[src/rtl/gray_bcd_pkg.sv]
// Shared types and constants for the Gray/binary to BCD converter.
// Holds the FSM state encoding and the double-dabble adjust constant.
package gray_bcd_pkg;

    typedef enum logic [1:0] {
        IDLE = 2'd0,
        CONV = 2'd1,
        DONE = 2'd2
    } state_t;

    localparam logic [3:0] BCD_ADJ = 4'd3;

endpackage

[src/rtl/gray_bcd_converter_adjust.sv]
// One double-dabble nibble correction: add 3 when the digit is 5 or more,
// so the following left shift carries correctly into the next digit.
module bcd_adjust_nibble
    import gray_bcd_pkg::*;
(
    input  logic [3:0] nib_in,
    output logic [3:0] nib_out
);

    always_comb begin
        nib_out = nib_in;
        if (nib_in >= 4'd5) begin
            nib_out = nib_in + BCD_ADJ;
        end
    end

endmodule

[src/rtl/gray_bcd_converter.sv]
// Sequential Gray/binary to BCD converter using one double-dabble step
// per clock; the digit outputs only change when a conversion completes.
module gray_bcd_converter
    import gray_bcd_pkg::*;
#(
    parameter int WIDTH = 4
) (
    input  logic             clk,
    input  logic             rst_n,
    input  logic             start,
    input  logic             mode,
    input  logic [WIDTH-1:0] code_in,
    output logic             busy,
    output logic             valid,
    output logic [3:0]       bcd_units,
    output logic [3:0]       bcd_tens,
    output logic [3:0]       bcd_hundreds
);

    localparam int REG_W = 12 + WIDTH;

    state_t           state_q, state_d;
    logic [3:0]       cnt_q, cnt_d;
    logic [REG_W-1:0] work_q, work_d;
    logic [3:0]       units_q, units_d;
    logic [3:0]       tens_q, tens_d;
    logic [3:0]       hund_q, hund_d;

    logic [WIDTH-1:0] gray_bin;
    logic [WIDTH-1:0] bin_in;
    logic             acc;
    logic [11:0]      bcd_adj;
    logic [REG_W-1:0] shifted;

    // Gray decode: each binary bit is the running XOR from the MSB down.
    always_comb begin
        acc      = 1'b0;
        gray_bin = '0;
        for (int i = WIDTH - 1; i >= 0; i--) begin
            acc         = acc ^ code_in[i];
            gray_bin[i] = acc;
        end
        bin_in = mode ? gray_bin : code_in;
    end

    for (genvar g = 0; g < 3; g++) begin : g_adj
        bcd_adjust_nibble u_adj (
            .nib_in  (work_q[WIDTH+4*g +: 4]),
            .nib_out (bcd_adj[4*g +: 4])
        );
    end

    assign shifted = {bcd_adj, work_q[WIDTH-1:0]} << 1;

    always_comb begin
        state_d = state_q;
        cnt_d   = cnt_q;
        work_d  = work_q;
        units_d = units_q;
        tens_d  = tens_q;
        hund_d  = hund_q;
        unique case (state_q)
            IDLE: begin
                if (start) begin
                    state_d = CONV;
                    cnt_d   = 4'd0;
                    work_d  = {12'd0, bin_in};
                end
            end
            CONV: begin
                work_d = shifted;
                cnt_d  = cnt_q + 4'd1;
                if (cnt_q == 4'(WIDTH - 1)) begin
                    state_d = DONE;
                    units_d = shifted[WIDTH +: 4];
                    tens_d  = shifted[WIDTH+4 +: 4];
                    hund_d  = (WIDTH >= 7) ? shifted[WIDTH+8 +: 4] : 4'd0;
                end
            end
            DONE: begin
                state_d = IDLE;
            end
            default: begin
                state_d = IDLE;
            end
        endcase
    end

    always_ff @(posedge clk or negedge rst_n) begin
        if (!rst_n) begin
            state_q <= IDLE;
            cnt_q   <= 4'd0;
            work_q  <= '0;
            units_q <= 4'd0;
            tens_q  <= 4'd0;
            hund_q  <= 4'd0;
        end else begin
            state_q <= state_d;
            cnt_q   <= cnt_d;
            work_q  <= work_d;
            units_q <= units_d;
            tens_q  <= tens_d;
            hund_q  <= hund_d;
        end
    end

    assign busy         = (state_q != IDLE);
    assign valid        = (state_q == DONE);
    assign bcd_units    = units_q;
    assign bcd_tens     = tens_q;
    assign bcd_hundreds = hund_q;

endmodule
[config.mk]
export PLATFORM = sky130hd
export DESIGN_NAME = gray_bcd_converter
export DESIGN_NICKNAME = d
export VERILOG_FILES = /design/src/rtl/gray_bcd_pkg.sv /design/src/rtl/gray_bcd_converter_adjust.sv /design/src/rtl/gray_bcd_converter.sv
export SDC_FILE = /design/constraint.sdc
export NUM_CORES = 1
export LEC_CHECK = 0
export ABC_AREA = 1
export CORE_AREA = 8 8 66 110
export CTS_CLUSTER_DIAMETER = 120
export DETAILED_ROUTE_END_ITERATION = 8
export DIE_AREA = 0 0 74 118
export DONT_BUFFER_PORTS = 1
export GPL_TIMING_DRIVEN = 0
export REMOVE_ABC_BUFFERS = 1
export SLEW_MARGIN = 20
export SYNTH_ARGS = -nofsm -noshare
export SYNTH_HDL_FRONTEND = slang
export SYNTH_SLANG_ARGS = --single-unit
[constraint.sdc]
create_clock -name clk -period 1.95 [get_ports clk]
set_input_delay 0.0975 -clock clk [delete_from_list [all_inputs] [get_ports clk]]
set_output_delay 0.0975 -clock clk [all_outputs]
set_load 0.01 [all_outputs]
==> results.cfg, run 1 <==
[drt]
dr.pass1.iters = 4
top_layer = met4
routedWlPerCell_um = 11.2
first_iter_violations = 63
wirelength_met1_mm = 1.21
ant_nets = 0
drc_errors = 0
wl_met3_um = 204
via_per_inst = 4.20
met2RoutedLength_mm = 1.29
wl_mm = 2.74
vias = 1026

[critical_path]
worstPathArrival_ns = 1.74
cp-start-kind = flop
crit_type = flop to flop
timing.rr.end = work_q[6]$_DFFE_PN0P_
end_kind = flop
r2r_cells = 7
rrSetupSlack_ns = 0.35
r2r_start = work_q[4]$_DFFE_PN0P_
cp_max_fo = 5
crit_required_ns = 2.10

[clock_tree]
insertion_delay_ns = 0.26
cts-htree-levels = 1
numCtsBuffers = 3
cts.clk_slew.worst_paths_ns = 0.09
cts_root_buffer = clkbuf_8
cts_setup_buffers = 0
clk_path_buf_depth = 2
cts_num_sinks = 26
cts_tree = yes

[layout]
final_nets = 180
insertedDiodeCount = 0
final_core_util_pct = 26.5
drive_above_1_share_pct = 11.4
final_common_cell = nand2_1
fill_cells = 616
final_cell_mix = nand2_1, dfrtp_1, inv_1
finalNonFillerCells = 244
area_delta_synth_final_pct = 11.1

[power_and_ir_drop]
power_frac_clock_pct = 14.1
p_leak_uw = 0.000742
p_switching_uw = 1060
combPwrFrac_pct = 43.1
p_per_area_nw_per_um2 = 1580
ir_drop_uv = 445
p_int_uw = 1360
swShare_pct = 43.7
p_seq_share_pct = 42.7
power_uw = 2420

[min_path]
hp-start = code_in[0]
hold_path_class = input pin to flop
holdPathStages = 4
hold_path_end = work_q[0]$_DFFE_PN0P_

[sta]
holdWs_ns = 0.0330
hold_violations = 0
fin_crit_ns = 1.60
rsz0062_at_grt = no
max_freq_mhz = 627
clock_skew_ns = 0.00216
setup_violations = 0
post-route-period-util_pct = 81.9
maxSlewViolCount = 0
fin_tns_setup_ns = 0

[die]
die_w_um = 74
die_h_um = 118
initial_utilization_pct = 23.9
die_area_um2 = 8730
rows = 37
core_um2 = 5790
io_pins = 22

[synth]
synth_top_family_by_area = simple AND/OR/NAND/NOR gates
synthSimpleGateAreaFrac_pct = 25.4
muxShareOfSynthArea_pct = 0
synth-adder-area-share_pct = 4.53
synth_compound_area_share_pct = 11.8
yosysUniqueCellTypes = 27
syn_inst = 162
yosysSeqAreaShare_pct = 47.1
syn_area_per_cell_um2 = 8.53
netlist_area_um2 = 1380
ys.warnings.count = 0
synth_xor_area_share_pct = 1.27
ys_ff_latch = 26

[place]
port_buffers = 0
dp_hpwl_mm = 1.96
gp_congestion = 0.778
dp.cells = 238

[global_route]
grt_pass1_vias = 1066
grt_pass1_wl_mm = 4.72
overflow = 0
grt_antenna_before_repair = 0
grt_max_degree = 27
grt_usage_pct = 6.81

[status]
outcome = complete, no violations

[job]
maxCapViolCount = 0
==> power by group through the flow <==
| stage | clock network, uW | logic [uW] | registers [uW] |
|---|---|---|---|
| finish | 342 | 1040 | 1030 |
| global placement | 0 | 1020 | 1040 |
| global route | 378 | 1230 | 1070 |
| detailed placement | 0 | 1040 | 1050 |
| floorplan | 0 | 859 | 990 |
| CTS | 358 | 1070 | 1040 |
==> synth_stat cells, drive strengths merged <==
cell | instances | share of area (%)
a21oi | 3 | 1.1
a22o | 1 | 0.63
a22oi | 1 | 0.91
a31oi | 1 | 0.45
buf | 5 | 3.0
conb | 1 | 0.27
dfrtp | 26 | 47
ha | 5 | 4.5
inv | 22 | 6.7
nand2 | 46 | 14
nand3 | 16 | 6.7
nor2 | 11 | 4.3
o21ai | 17 | 6.7
o221ai | 1 | 0.63
o22ai | 3 | 1.4
or2 | 1 | 0.45
xor2 | 2 | 1.3
==> metal layers <==
metal | global-route usage [%] | up-vias
met5 | 0 | -
met4 | 3.27 | 0
met3 | 1.88 | 2
met2 | 10.6 | 28
met1 | 8.24 | 475
li1 | - | 521
==> area by class of cell <==
type                    instances  area, um2  share of cell area, %
repair buffers                  2       30.0                   1.96
clock buffers                   4       55.1                   3.59
multi-input cells             112        608                   39.6
well taps                      78       97.6                   6.36
inverters                      22       92.6                   6.04
flip-flops and latches         26        651                   42.4
==> cell families after synthesis <==
| family | after synthesis |
|---|---|
| DFF | 26 |
| buffers and inverters | 27 |
| other | 1 |
| xor gates and xnor gates | 2 |
| AOI/OAI and AO/OA | 27 |
| and+or+nand+nor | 74 |
| adders and majority gates | 5 |
==> what timing repair did <==
action	CTS	global route
endpoints found under the hold margin	26	0
hold buffers	2	0
gates resized for setup	0	0
==> per-stage QoR <==
stage,setup WS (ns),cell area [um2]
after CTS,0.345,1530
final,0.354,1530
after floorplan,0.605,1350
after global placement,0.376,1450
after detailed placement,0.366,1450
after global routing,0.136,1530
==> registers in the layout (all words and copies together), names as in the netlist <==
| signal | cells |
|---|---|
| bcd_tens | 4 |
| bcd_units | 4 |
| cnt_q | 4 |
| state_q | 2 |
| work_q | 12 |
==> worst max-delay path by stage <==
stage	cells after the start	from	to	slack [ns]
6_report	7	work_q[4]$_DFFE_PN0P_	work_q[6]$_DFFE_PN0P_	0.35
5_1_grt	7	work_q[4]$_DFFE_PN0P_	work_q[6]$_DFFE_PN0P_	0.14
4_1_cts	7	work_q[4]$_DFFE_PN0P_	work_q[6]$_DFFE_PN0P_	0.34
3_5_place_dp	7	work_q[4]$_DFFE_PN0P_	work_q[6]$_DFFE_PN0P_	0.37
3_3_place_gp	7	work_q[4]$_DFFE_PN0P_	work_q[6]$_DFFE_PN0P_	0.38
2_1_floorplan	7	work_q[4]$_DFFE_PN0P_	work_q[6]$_DFFE_PN0P_	0.60
==> critical path, cell delays in order, from the launching register on <==
cell     delay, ns
dfrtp_1       0.43
inv_1         0.09
ha_1          0.17
inv_1         0.06
o21ai_0       0.22
nand2_1       0.14
o21ai_0       0.26
o21ai_0       0.12
No activity file was read; power rests on OpenSTA's default activity.
==> inputs of run 2 (changes only) <==
--- a/config.mk
+++ b/config.mk
@@ -5,11 +5,11 @@
 export SDC_FILE = /design/constraint.sdc
 export NUM_CORES = 1
 export LEC_CHECK = 0
-export ABC_AREA = 1
-export CORE_AREA = 8 8 66 110
+export ABC_AREA = 0
+export CORE_AREA = 8 8 65 108
 export CTS_CLUSTER_DIAMETER = 120
 export DETAILED_ROUTE_END_ITERATION = 8
-export DIE_AREA = 0 0 74 118
+export DIE_AREA = 0 0 73 116
 export DONT_BUFFER_PORTS = 1
 export GPL_TIMING_DRIVEN = 0
 export REMOVE_ABC_BUFFERS = 1
==> constraint.sdc (replaced) <==
create_clock -name clk -period 1.45 [get_ports clk]
set_input_delay 0.0725 -clock clk [delete_from_list [all_inputs] [get_ports clk]]
set_output_delay 0.0725 -clock clk [all_outputs]
set_load 0.01 [all_outputs]
==> results.cfg, run 2 <==
[sta]
setup_violations = 2
post-route-period-util_pct = 102
maxSlewViolCount = 0
fin_crit_ns = 1.48
rsz0062_at_grt = yes
timing.final.ws_setup_ns = -0.0346
hold_violations = 0
clock_skew_ns = 0.00165
max_freq_mhz = 674
holdWs_ns = 0.00800
fin_tns_setup_ns = -0.0670

[drt]
dr.pass1.iters = 2
first_iter_violations = 21
ant_nets = 0
drc_errors = 0
routedWlPerCell_um = 13.3
vias = 978
via_per_inst = 4.37
wl_mm = 2.99

[layout]
final_cell_mix = dfrtp_1, buf_4, nand2_1
area_delta_synth_final_pct = 32.2
largest_reg_flops = 12
final_common_cell = dfrtp_1
drive_above_1_share_pct = 38.5
final_nets = 163
top_register = work_q
insertedDiodeCount = 0
postLayoutCellArea_um2 = 1770

[synth]
synth_most_common_cell = dfrtp_1
synth_compound_area_share_pct = 18.3
yosysSeqAreaShare_pct = 48.5
netlist_area_um2 = 1340
yosysTopAreaCell = dfrtp_1
synth_edf_count = 0
ys.warnings.count = 0
synth-adder-area-share_pct = 4.66
yosysUniqueCellTypes = 30
synth_common_cells = dfrtp_1, nand2_1, o21ai_0
syn_inst = 127
synth_top_family_by_area = compound AO/OA/AOI/OAI gates
synth_ff_type = dfrtp_1
async_reset_ff_share_pct = 100
synthSimpleGateAreaFrac_pct = 13.9
synth_xor_area_share_pct = 3.92
synth_top_cell_area_share_pct = 48.5
muxShareOfSynthArea_pct = 5.04
syn_area_per_cell_um2 = 10.6
ys_ff_latch = 26
synthTopCellsByArea = dfrtp_1, a22o_1, mux2_2

[power_and_ir_drop]
p_per_area_nw_per_um2 = 2220
power_uw = 3940
ir_drop_uv = 803
p_leak_uw = 0.000771

[global_route]
grt_pass1_wl_mm = 4.83
grt_max_degree = 27
grt_antenna_before_repair = 0
grt_usage_pct = 7.29
overflow = 0
grt_pass1_vias = 1019

[die]
io_pins = 22
initial_utilization_pct = 24.2
rows = 36
die_area_um2 = 8470
core_um2 = 5540
die_h_um = 116
die_w_um = 73

[clock_tree]
insertion_delay_ns = 0.27
cts.clk_slew.worst_paths_ns = 0.09
cts-htree-levels = 1
clk_path_buf_depth = 2
cts_root_buffer = clkbuf_8
cts_tree = yes
numCtsBuffers = 3
cts_num_sinks = 26

[place]
port_buffers = 0
post-place-ws_ns = -0.504
placed_area_um2 = 1400
dp_hpwl_mm = 1.93
gp_congestion = 0.710

[job]
maxCapViolCount = 0

[critical_path]
cp_max_fo = 3
crit_required_ns = 1.61
cp-start-kind = flop
crit_type = flop to flop
end_kind = flop
worstPathArrival_ns = 1.65

[status]
violations = negative setup slack
outcome = complete, but fails checks

[min_path]
hold_path_class = input pin to flop
## run 2: path summary, 6_finish.rpt
| check | startpoint | end | slack (ns) | cells past startpoint |
|---|---|---|---|---|
| min reg2reg | work_q[2]$_DFFE_PN0P_ | work_q[2]$_DFFE_PN0P_ | 0.49 | 2 |
| max | work_q[4]$_DFFE_PN0P_ | bcd_units[1]$_DFFE_PN0P_ | -0.03 | 6 |
| min | code_in[0] | work_q[0]$_DFFE_PN0P_ | 0.008 | 2 |
| max reg2reg | work_q[4]$_DFFE_PN0P_ | bcd_units[1]$_DFFE_PN0P_ | -0.03 | 6 |
| min in group asynchronous | rst_n | bcd_units[2]$_DFFE_PN0P_ | 0.22 | 2 |
| max in group asynchronous | rst_n | state_q[0]$_DFFE_PN0P_ | 1.06 | 2 |
## run 2: area by class of cell
class                   instances  area, um2
clock buffers                   3       41.3
fillers                       562       3770
inverters                       6       22.5
multi-input cells              91        746
flip-flops and latches         26        653
well taps                      76       95.1
repair buffers                 22        215
## run 2: logic make-up after synthesis
logic type | count (synthesis)
AOI/OAI and AO/OA | 36
and+or+nand+nor | 34
DFF | 26
buffers and inverters | 13
xor gates and xnor gates | 6
muxes | 6
adders and majority gates | 5
other | 1
## run 2: metal layers
metal	vias up	part of all wire (%)	GRT usage (%)
li1	475	-	-
met4	0	1.6	3.36
met2	18	52	12.9
met3	4	5.2	1.99
met1	481	41	7.69
met5	-	0	0
## run 2: power by group
| group | switching, uW | leakage, uW | internal [uW] | total (uW) |
|---|---|---|---|---|
| clock network | 221 | 0.0000216 | 186 | 407 |
| logic | 948 | 0.000425 | 1170 | 2120 |
| registers | 366 | 0.000324 | 1050 | 1420 |
## run 2: metrics by stage
stage                     util [%]  instances
after global routing          32.0        224
final                         32.0        224
after CTS                     30.1        218
after global placement        25.2        199
after detailed placement      25.2        199
after floorplan                  -        123
## run 2: timing repair
action | CTS | global route
gates cloned | 0 | 0
setup buffers | 13 | 6
pin swaps | 3 | 7
gates resized for setup | 20 | 13
endpoints found under the hold margin | 28 | 0
hold buffers | 3 | 0
setup endpoints to repair | 26 | 12
## run 2: critical path, stage by stage (launching register included)
cell	delay [ns]
dfrtp_1	0.42
ha_2	0.19
nand2b_4	0.14
a21oi_4	0.18
buf_6	0.12
xnor2_2	0.06
mux2_4	0.26
